## src/rtl/core_config_pkg.sv

```systemverilog
// Shared machine-mode CSR configuration: addresses, ISA identity and mstatus field positions.
package core_config_pkg;

  localparam logic [11:0] CSR_MSTATUS   = 12'h300;
  localparam logic [11:0] CSR_MISA      = 12'h301;
  localparam logic [11:0] CSR_MIE       = 12'h304;
  localparam logic [11:0] CSR_MTVEC     = 12'h305;
  localparam logic [11:0] CSR_MSCRATCH  = 12'h340;
  localparam logic [11:0] CSR_MEPC      = 12'h341;
  localparam logic [11:0] CSR_MCAUSE    = 12'h342;
  localparam logic [11:0] CSR_MTVAL     = 12'h343;
  localparam logic [11:0] CSR_MIP       = 12'h344;
  localparam logic [11:0] CSR_MCYCLE    = 12'hB00;
  localparam logic [11:0] CSR_MINSTRET  = 12'hB02;
  localparam logic [11:0] CSR_MCYCLEH   = 12'hB80;
  localparam logic [11:0] CSR_MINSTRETH = 12'hB82;
  localparam logic [11:0] CSR_CYCLE     = 12'hC00;
  localparam logic [11:0] CSR_INSTRET   = 12'hC02;
  localparam logic [11:0] CSR_CYCLEH    = 12'hC80;
  localparam logic [11:0] CSR_INSTRETH  = 12'hC82;
  localparam logic [11:0] CSR_MVENDORID = 12'hF11;
  localparam logic [11:0] CSR_MARCHID   = 12'hF12;
  localparam logic [11:0] CSR_MIMPID    = 12'hF13;
  localparam logic [11:0] CSR_MHARTID   = 12'hF14;

  // RV32IM: MXL=1, I and M extension bits set
  localparam logic [31:0] MISA_VALUE = 32'h40001100;

  localparam int MSTATUS_MIE_BIT  = 3;
  localparam int MSTATUS_MPIE_BIT = 7;
  localparam int MSTATUS_MPP_LO   = 11;

  // Software / timer / external interrupt bit positions in mie and mip
  localparam int IRQ_SW_BIT    = 3;
  localparam int IRQ_TIMER_BIT = 7;
  localparam int IRQ_EXT_BIT   = 11;

  function automatic logic isCsrImplemented(input logic [11:0] addr);
    case (addr)
      CSR_MSTATUS, CSR_MISA, CSR_MIE, CSR_MTVEC, CSR_MSCRATCH, CSR_MEPC,
      CSR_MCAUSE, CSR_MTVAL, CSR_MIP, CSR_MCYCLE, CSR_MINSTRET, CSR_MCYCLEH,
      CSR_MINSTRETH, CSR_CYCLE, CSR_INSTRET, CSR_CYCLEH, CSR_INSTRETH,
      CSR_MVENDORID, CSR_MARCHID, CSR_MIMPID, CSR_MHARTID: return 1'b1;
      default: return 1'b0;
    endcase
  endfunction

endpackage

```

## src/rtl/csr_file_if.sv

```systemverilog
// CSR access port: one combinational read port, one registered write port, illegal-access flag.
interface csr_file_if;

  logic [11:0] csr_ra;
  logic [31:0] csr_rd;
  logic [11:0] csr_wa;
  logic        csr_we;
  logic [31:0] csr_wd;
  logic        csr_err;

  modport master (output csr_ra, csr_wa, csr_we, csr_wd, input csr_rd, csr_err);
  modport slave  (input csr_ra, csr_wa, csr_we, csr_wd, output csr_rd, csr_err);

endinterface

```

## src/rtl/csr_counter64.sv

```systemverilog
// 64-bit free-running counter with enable; a write to either half replaces it and skips that cycle's increment.
module csr_counter64 (
  input  logic        clk,
  input  logic        rst,
  input  logic        i_inc,
  input  logic        i_we_lo,
  input  logic        i_we_hi,
  input  logic [31:0] i_wd,
  output logic [63:0] o_value
);

  logic [63:0] r_count;

  always_ff @(posedge clk) begin
    if (rst) begin
      r_count <= '0;
    end else if (i_we_lo) begin
      r_count[31:0] <= i_wd;
    end else if (i_we_hi) begin
      r_count[63:32] <= i_wd;
    end else if (i_inc) begin
      r_count <= r_count + 64'd1;
    end
  end

  assign o_value = r_count;

endmodule

```

## src/rtl/csr_file.sv

```systemverilog
// Machine-mode CSR file: trap entry/return state, interrupt enables/pending, cycle and instret counters.
module csr_file
  import core_config_pkg::*;
(
  input  logic             clk,
  input  logic             rst,
  csr_file_if.slave        csr,
  input  logic             instr_retired,
  input  logic             trap_valid,
  input  logic [31:0]      trap_cause,
  input  logic [31:0]      trap_pc,
  input  logic [31:0]      trap_val,
  input  logic             mret_valid,
  input  logic             irq_sw,
  input  logic             irq_timer,
  input  logic             irq_ext,
  output logic [31:0]      mtvec_o,
  output logic [31:0]      mepc_o,
  output logic             irq_take
);

  logic        r_mstatus_mie;
  logic        r_mstatus_mpie;
  logic [2:0]  r_mie;
  logic [2:0]  r_mip;
  logic [31:0] r_mtvec;
  logic [31:0] r_mscratch;
  logic [31:0] r_mepc;
  logic [31:0] r_mcause;
  logic [31:0] r_mtval;

  logic        w_wr_illegal;
  logic        w_wr_ok;
  logic [63:0] w_mcycle;
  logic [63:0] w_minstret;
  logic [31:0] w_mstatus;
  logic [31:0] w_mie_word;
  logic [31:0] w_mip_word;
  logic [31:0] w_rd;

  // Read-only and ID space (addr[11:10]==2'b11) plus misa/mip reject writes
  assign w_wr_illegal = !isCsrImplemented(csr.csr_wa) || (csr.csr_wa[11:10] == 2'b11) ||
                        (csr.csr_wa == CSR_MISA) || (csr.csr_wa == CSR_MIP);
  assign w_wr_ok      = csr.csr_we && !w_wr_illegal;
  assign csr.csr_err  = csr.csr_we ? w_wr_illegal : !isCsrImplemented(csr.csr_ra);

  // Later assignments win: trap overrides mret, which overrides the CSR write
  always_ff @(posedge clk) begin
    if (rst) begin
      r_mstatus_mie  <= 1'b0;
      r_mstatus_mpie <= 1'b0;
      r_mie          <= '0;
      r_mip          <= '0;
      r_mtvec        <= '0;
      r_mscratch     <= '0;
      r_mepc         <= '0;
      r_mcause       <= '0;
      r_mtval        <= '0;
    end else begin
      r_mip <= {irq_ext, irq_timer, irq_sw};
      if (w_wr_ok) begin
        case (csr.csr_wa)
          CSR_MSTATUS: begin
            r_mstatus_mie  <= csr.csr_wd[MSTATUS_MIE_BIT];
            r_mstatus_mpie <= csr.csr_wd[MSTATUS_MPIE_BIT];
          end
          CSR_MIE:      r_mie      <= {csr.csr_wd[IRQ_EXT_BIT], csr.csr_wd[IRQ_TIMER_BIT], csr.csr_wd[IRQ_SW_BIT]};
          CSR_MTVEC:    r_mtvec    <= csr.csr_wd & ~32'h3;
          CSR_MSCRATCH: r_mscratch <= csr.csr_wd;
          CSR_MEPC:     r_mepc     <= csr.csr_wd & ~32'h3;
          CSR_MCAUSE:   r_mcause   <= csr.csr_wd;
          CSR_MTVAL:    r_mtval    <= csr.csr_wd;
          default: ;
        endcase
      end
      if (trap_valid) begin
        r_mepc         <= trap_pc & ~32'h3;
        r_mcause       <= trap_cause;
        r_mtval        <= trap_val;
        r_mstatus_mpie <= r_mstatus_mie;
        r_mstatus_mie  <= 1'b0;
      end else if (mret_valid) begin
        r_mstatus_mie  <= r_mstatus_mpie;
        r_mstatus_mpie <= 1'b1;
      end
    end
  end

  csr_counter64 u_mcycle (
    .clk     (clk),
    .rst     (rst),
    .i_inc   (1'b1),
    .i_we_lo (w_wr_ok && (csr.csr_wa == CSR_MCYCLE)),
    .i_we_hi (w_wr_ok && (csr.csr_wa == CSR_MCYCLEH)),
    .i_wd    (csr.csr_wd),
    .o_value (w_mcycle)
  );

  csr_counter64 u_minstret (
    .clk     (clk),
    .rst     (rst),
    .i_inc   (instr_retired),
    .i_we_lo (w_wr_ok && (csr.csr_wa == CSR_MINSTRET)),
    .i_we_hi (w_wr_ok && (csr.csr_wa == CSR_MINSTRETH)),
    .i_wd    (csr.csr_wd),
    .o_value (w_minstret)
  );

  always_comb begin
    w_mstatus = '0;
    w_mstatus[MSTATUS_MIE_BIT]      = r_mstatus_mie;
    w_mstatus[MSTATUS_MPIE_BIT]     = r_mstatus_mpie;
    w_mstatus[MSTATUS_MPP_LO +: 2]  = 2'b11;
    w_mie_word = '0;
    w_mie_word[IRQ_SW_BIT]    = r_mie[0];
    w_mie_word[IRQ_TIMER_BIT] = r_mie[1];
    w_mie_word[IRQ_EXT_BIT]   = r_mie[2];
    w_mip_word = '0;
    w_mip_word[IRQ_SW_BIT]    = r_mip[0];
    w_mip_word[IRQ_TIMER_BIT] = r_mip[1];
    w_mip_word[IRQ_EXT_BIT]   = r_mip[2];
  end

  // ID registers and unimplemented addresses fall through to zero
  always_comb begin
    w_rd = '0;
    case (csr.csr_ra)
      CSR_MSTATUS:                 w_rd = w_mstatus;
      CSR_MISA:                    w_rd = MISA_VALUE;
      CSR_MIE:                     w_rd = w_mie_word;
      CSR_MTVEC:                   w_rd = r_mtvec;
      CSR_MSCRATCH:                w_rd = r_mscratch;
      CSR_MEPC:                    w_rd = r_mepc;
      CSR_MCAUSE:                  w_rd = r_mcause;
      CSR_MTVAL:                   w_rd = r_mtval;
      CSR_MIP:                     w_rd = w_mip_word;
      CSR_MCYCLE,   CSR_CYCLE:     w_rd = w_mcycle[31:0];
      CSR_MCYCLEH,  CSR_CYCLEH:    w_rd = w_mcycle[63:32];
      CSR_MINSTRET, CSR_INSTRET:   w_rd = w_minstret[31:0];
      CSR_MINSTRETH, CSR_INSTRETH: w_rd = w_minstret[63:32];
      default:                     w_rd = '0;
    endcase
  end

  assign csr.csr_rd = w_rd;
  assign mtvec_o    = r_mtvec;
  assign mepc_o     = r_mepc;
  assign irq_take   = r_mstatus_mie & |(r_mie & r_mip);

endmodule

```

## src/flat_wrapper.sv

```systemverilog
// flat-port wrapper written by rule: the top's interface ports become plain ports
module csr_file_flat import core_config_pkg::*;
  (clk, rst, instr_retired, trap_valid, trap_cause, trap_pc, trap_val, mret_valid, irq_sw, irq_timer, irq_ext, mtvec_o, mepc_o, irq_take, csr_csr_ra, csr_csr_wa, csr_csr_we, csr_csr_wd, csr_csr_rd, csr_csr_err);
  csr_file_if csr_i ();
  input  logic clk;
  input  logic rst;
  input  logic instr_retired;
  input  logic trap_valid;
  input  logic [31:0] trap_cause;
  input  logic [31:0] trap_pc;
  input  logic [31:0] trap_val;
  input  logic mret_valid;
  input  logic irq_sw;
  input  logic irq_timer;
  input  logic irq_ext;
  output logic [31:0] mtvec_o;
  output logic [31:0] mepc_o;
  output logic irq_take;
  input wire logic [$bits(csr_i.csr_ra)-1:0] csr_csr_ra;
  input wire logic [$bits(csr_i.csr_wa)-1:0] csr_csr_wa;
  input wire logic [$bits(csr_i.csr_we)-1:0] csr_csr_we;
  input wire logic [$bits(csr_i.csr_wd)-1:0] csr_csr_wd;
  output wire logic [$bits(csr_i.csr_rd)-1:0] csr_csr_rd;
  output wire logic [$bits(csr_i.csr_err)-1:0] csr_csr_err;
  assign csr_i.csr_ra = csr_csr_ra;
  assign csr_i.csr_wa = csr_csr_wa;
  assign csr_i.csr_we = csr_csr_we;
  assign csr_i.csr_wd = csr_csr_wd;
  assign csr_csr_rd = csr_i.csr_rd;
  assign csr_csr_err = csr_i.csr_err;
  csr_file u_core (.clk(clk), .rst(rst), .csr(csr_i), .instr_retired(instr_retired), .trap_valid(trap_valid), .trap_cause(trap_cause), .trap_pc(trap_pc), .trap_val(trap_val), .mret_valid(mret_valid), .irq_sw(irq_sw), .irq_timer(irq_timer), .irq_ext(irq_ext), .mtvec_o(mtvec_o), .mepc_o(mepc_o), .irq_take(irq_take));
endmodule
```

## config.mk

```make
export PLATFORM = sky130hd
export DESIGN_NAME = csr_file_flat
export DESIGN_NICKNAME = d
export VERILOG_FILES = /design/src/rtl/core_config_pkg.sv /design/src/rtl/csr_file_if.sv /design/src/rtl/csr_counter64.sv /design/src/rtl/csr_file.sv /design/src/flat_wrapper.sv
export SDC_FILE = /design/constraint.sdc
export NUM_CORES = 1
export LEC_CHECK = 0
export CAP_MARGIN = 0
export CORE_ASPECT_RATIO = 1.25
export CORE_MARGIN = 5
export CORE_UTILIZATION = 55
export CTS_CLUSTER_SIZE = 24
export DETAILED_ROUTE_END_ITERATION = 6
export GPL_TIMING_DRIVEN = 0
export PLACE_DENSITY_LB_ADDON = 0.05
export SYNTH_ARGS = -nofsm -noshare
export SYNTH_HDL_FRONTEND = slang
export SYNTH_SLANG_ARGS = --single-unit
```

## constraint.sdc

```tcl
create_clock -name clk -period 7.5 [get_ports clk]
set_input_delay 1.5 -clock clk [delete_from_list [all_inputs] [get_ports clk]]
set_output_delay 1.5 -clock clk [all_outputs]
set_load 0.05 [all_outputs]
```

After elaboration in Yosys (flattened, before gate mapping):

Cells that the tools add are included.

* register bits: 292
* input port bits: 161
* output and inout port bits: 98
* word-level logic and storage cells: 129

* bitwise logic cells: 3
* reduce and logical (&&, ||, !) cells: 39
* add/sub/neg operators: 2
* eq/ne operators: 45
* mux-type cells: 27

Operators with widths (number)
* 32-bit two-way mux: 15
* 32-bit case mux with 13 select lines: 1
* 12-bit == test, second input constant: 24
* 12-bit by 10-bit == test with 1-bit output, second input constant: 18
* 64-bit by 1-bit adder with 64-bit output, second input constant: 2
* 64-bit two-way mux: 1
* 21-bit OR reduction: 2
* 2-bit AND reduction: 10
* 2-bit nonzero test: 8
* 1-bit two-way mux: 10
* 2-bit OR reduction: 5
* 3-bit nonzero test: 2
* 1-bit logical AND: 5
* 2-bit != test, second input constant: 2
* 3-bit bitwise AND: 1
* 1-bit logical NOT: 3
* 1-bit logical OR: 3
* 3-bit OR reduction: 1
* 2-bit == test, second input constant: 1
* 1-bit bitwise AND: 1
* 1-bit inverter: 1

Longest topological paths before layout:

* depth after elaboration: 12
* gate-level depth with buffers: 10

Modules after synthesis:

From an unflattened synthesis, not the netlist that was laid out.

* cell total of the unflattened synthesis: 2280
* area, all modules: 18358.9 um^2

Modules (own cells, without submodules)
* csr_file: cells each 1126, area an instance 9673.0 um^2, times used 1
* csr_counter64: cells each 577, area an instance 4342.9 um^2, times used 2

Least setup slack after synthesis:

Ideal clock, no wire load.

* path type: input port to output port
* from: input csr_csr_ra[11]
* to: output csr_csr_rd[21]
* cell stages on the path: 7
* arrival: 3.504 ns
* path buffers: 2
* slack: 2.496 ns
* path through: nor4_1 nor3b_2 and4_1 clkbuf_1 buf_2 a222oi_1 nand3_1

* longest elaborated chain between the ends: 3
* elaborated cells between the ends (all ways): 22
* those cells by class: eq/ne (17); mux (1); reduce/logical (4)

Ends and longest elaborated chain
* start: declaration: line flat_wrapper.sv:19 `input wire logic [$bits(csr_i.csr_ra)-1:0] csr_csr_ra;`
* 12-bit == test: line csr_file.sv:127 `case (csr.csr_ra)`
* 2-bit OR reduction: line csr_file.sv:127
* 32-bit case mux with 13 select lines *: line csr_file.sv:127
* end: declaration: line flat_wrapper.sv:23 `output wire logic [$bits(csr_i.csr_rd)-1:0] csr_csr_rd;`

Every way passes the cells marked *; elsewhere a longest branch is shown, timed or not.

Final worst setup path:

* from: input csr_csr_ra[10]
* to: output csr_csr_rd[18]

The elaborated chain is that of the path after synthesis.

==> metrics.md <==
| Metric | Value |
|---|---|
| CTS buffer count | `31` |
| Synth Area in Adders | `0.147%` |
| Vias | `20700` |
| Cell mode on critical path | `clkdlybuf4s50_1` |
| Number of detailed-route iterations in the first pass | `7` |
| CP peak stage delay | `0.93 ns` |
| Worst Path Arrival | `5.80 ns` |
| Placer Congestion | `1.04` |
| Global route hottest layer | `met2` |
| DIE WIDTH | `168 um` |
| WL final | `87.2 mm` |
| Worst slew margin | `4.55%` |
| Max_cap viols | `0` |
| CTS tree | `yes` |
| GRT met1 Usage | `52.4%` |
| Post-synthesis async set-or-reset flop share | `0%` |
| Largest net degree at the start of global routing | `15` |
| Leak | `0.00712 uW` |
| CP max stage cell | `nor2_1` |
| Post-synth top area cell | `dfxtp_1` |
| Core ar. | `30800 um2` |
| Post-DRT Antenna Nets | `0` |
| Setup TNS | `0 ns` |
| Synth Register Bits | `292` |
| Mapped Avg Cell Area | `8.03 um2` |
| Final min period | `7.30 ns` |
| Number of enable flip-flop cells after synthesis | `0` |
| Hold buffer count at cts | `0` |
| Mean routed wirelength per cell | `31.1 um` |
| Compound-Gate Fraction of Synth Area | `21.3%` |
| # rows | `72` |
| PostCTS Resize Cnt | `0` |
| R2R Setup Slk | `4.26 ns` |
| Worst Setup End Kind | `output port` |
| Share of layout cells above drive strength 1 | `9.48%` |
| Met3 Use GR | `13.4%` |
| Final hold vios | `0` |
| Non-Filler Instances | `2803` |
| Vias per cell | `7.39` |
| Ys Warns | `0` |
| Worst Skew | `0.0101 ns` |
| Initial antenna violation count | `3` |
| Worst slack, placed | `0.516 ns` |
| Detailed Place HPWL | `64.3 mm` |
| Die height | `207 um` |
| Synthesis-to-layout area growth | `21.9%` |
| Initial Util | `55.4%` |
| First-pass GRT wire length | `125 mm` |
| Critical Path, Cell by Cell | `clkdlybuf4s50_1 -> nor4_1 -> nand4b_1 -> nor2_1 -> clkbuf_1 -> a222oi_1 -> nand4_1 -> clkdlybuf4s50_1` |
| H-tree levels | `1` |
| Top FF cell, synth | `dfxtp_1` |
| Synth unique cells | `83` |
| Status | `finished, violations left` |
| Final slew viol count | `0` |
| DRC viols | `83` |
| Nets | `2536` |
| DRT iter0 DRCs | `4140` |
| Final number of setup-violating endpoints | `0` |
| Port-buffer cells | `213` |
| PwrDens | `178 nW/um2` |
| Worst EP required | `6.00 ns` |
| Top-area cell type share of the netlist area | `34.3%` |
| Worst-path clk slew | `0.06 ns` |
| Vias in the first global route | `20100` |
| Mux cell area share after synthesis | `12.3%` |
| Largest family of logic cells by synthesized area | `simple AND/OR/NAND/NOR gates` |
| Kind of start point of the critical path | `input port` |
| Placed insts | `2747` |
| Synthesized instance count | `2124` |
| Full die area | `34700 um2` |
| Period utilization | `97.4%` |
| M2 GR Usage | `76.8%` |
| Clock sinks | `292` |
| CTS root buffer | `clkbuf_16` |
| Sequential area share after synthesis | `34.3%` |
| Ports | `259` |
| Worst-case clock buffer depth | `3` |
| Xor-xnor portion of the synthesized cell area | `1.69%` |
| Top cells by area, synth | `dfxtp_1 34%, mux2_2 6.2%, mux2i_1 6.1%` |
| Number of setup buffers added after CTS | `0` |
| Violated checks | `DRC` |
| Hold crit path type | `flip-flop to flip-flop` |
| RSZ-0062 raised after global routing | `false` |
| Clock Latency Late Sink | `0.61 ns` |
| Post-synthesis simple-gate area fraction | `25.0%` |
| Tightest Pin Transition | `1.42 ns` |
| VDD IR max | `0.189 mV` |
| Max frequency | `137 MHz` |
| Total global routing overflow | `0` |
| Synthesized area | `17100 um2` |
| Final setup margin | `0.196 ns` |
| Crit path max fanout | `10` |
| GRT Overall Usage | `47.6%` |
| Kind of critical path | `input port to output port` |
-- through the flow --
stage          utilization [%]  total power (uW)  hold WS [ns]  instance area (um2)
6_report                  67.5              3710         0.450                20800
5_1_grt                   67.5              3760         0.466                20800
4_1_cts                   67.5              3660         0.451                20800
3_5_place_dp              64.0              2020         0.443                19700
3_3_place_gp              64.0              2010         0.438                19700
2_1_floorplan                -              1840         0.431                17100
-- where the power goes --
group	internal, uW	switching [uW]
Sequential	1580	28.4
Combinational	152	245
Clock	982	713
Total	2720	987
-- critical path: cells and delay by family --
| kind | cells | cell delay (ns) |
|---|---|---|
| AO/OA/AOI/OAI | 1 | 0.34 |
| AND/OR/NAND/NOR | 4 | 1.95 |
| buffers and inverters | 3 | 2.00 |
-- synth_stat cells (5+ instances only) --
| cell | instances |
|---|---|
| a21o_1 | 11 |
| or2_2 | 8 |
| a32o_1 | 5 |
| nand2_1 | 241 |
| and2_1 | 15 |
| xor2_1 | 15 |
| o221ai_1 | 5 |
| o21ai_0 | 78 |
| nor4b_1 | 11 |
| o31ai_1 | 8 |
| nand2b_1 | 6 |
| o211ai_1 | 15 |
| mux2_2 | 94 |
| mux2i_1 | 104 |
| and4_1 | 23 |
| dfxtp_1 | 292 |
| xnor2_1 | 18 |
| nor3_1 | 55 |
| nand3_1 | 97 |
| or4_1 | 9 |
| a221oi_1 | 7 |
| nor2_1 | 193 |
| nand4_1 | 67 |
| buf_2 | 24 |
| a22o_1 | 19 |
| nor2b_1 | 10 |
| nand3b_1 | 5 |
| buf_1 | 14 |
| clkbuf_1 | 136 |
| a31oi_1 | 23 |
| a222oi_1 | 51 |
| buf_4 | 5 |
| a211oi_1 | 26 |
| or3_1 | 12 |
| inv_1 | 24 |
| o22ai_1 | 10 |
| a21oi_1 | 161 |
| and3_1 | 22 |
| nor4_1 | 34 |
| a22oi_1 | 79 |
| clkbuf_2 | 18 |
-- placed cells by master (no fill, tap or decap), drive strengths merged, types with 23 or more instances in the layout --
master and count:
dfxtp 292, nand2 241, clkdlybuf4s50 213, clkbuf 194
nor2 193, a21oi 161, mux2i 104, nand3 99
mux2 94, a22oi 79, o21ai 79, nand4 70
nor3 56, a222oi 51, buf 43, nor4 40
a211oi 26, inv 24, and4 23, a31oi 23
-- state kept, by name (all words and copies together) (netlist names) --
name,flops
u_core.r_mie,3
u_core.r_mscratch,32
u_core.mtvec_o,30
u_core.r_mip,3
u_core.r_mstatus_mpie,1
u_core.mepc_o,30
u_core.u_mcycle.o_value,64
u_core.r_mstatus_mie,1
u_core.u_minstret.o_value,64
u_core.r_mcause,32
u_core.r_mtval,32
-- routing by layer --
layer / vias up / routed length [um]
met5: - / 16
met4: 4 / 9230
met2: 2044 / 38400
li1: 8470 / -
met3: 657 / 12100
met1: 9540 / 27400
-- layout make-up --
type                       instances  area [um2]
clock inverter                    15         238
inverter                          24        90.1
clock buffer                      40         830
timing repair buffer             213        2130
fill                            2496       10000
buffer                           197         811
multi-input combinational       1614       10300
tap                              407         509
antenna                            1        2.50
sequential                       292        5850
-- kinds of logic (layout without fill, tap and decap cells) --
| logic type | Yosys count | in the layout |
|---|---|---|
| fa+ha+maj | 2 | 2 |
| buf+inv | 221 | 489 |
| compound gates | 536 | 536 |
| mux | 198 | 198 |
| xor+xnor | 33 | 33 |
| other cells | 1 | 5 |
| simple gates | 841 | 841 |
| flops | 292 | 292 |
-- final timing paths --
path | startpoint | end | cells after the start
worst max-delay path | csr_csr_ra[10] | csr_csr_rd[18] | 8
worst min-delay path | u_core.r_mscratch[10] | u_core.r_mscratch[10] | 2
worst max register to register | u_core.u_mcycle.o_value[0] | u_core.u_mcycle.o_value[56] | 8
worst min register to register | u_core.r_mscratch[10] | u_core.r_mscratch[10] | 2
(Power assumes the default switching activity.)
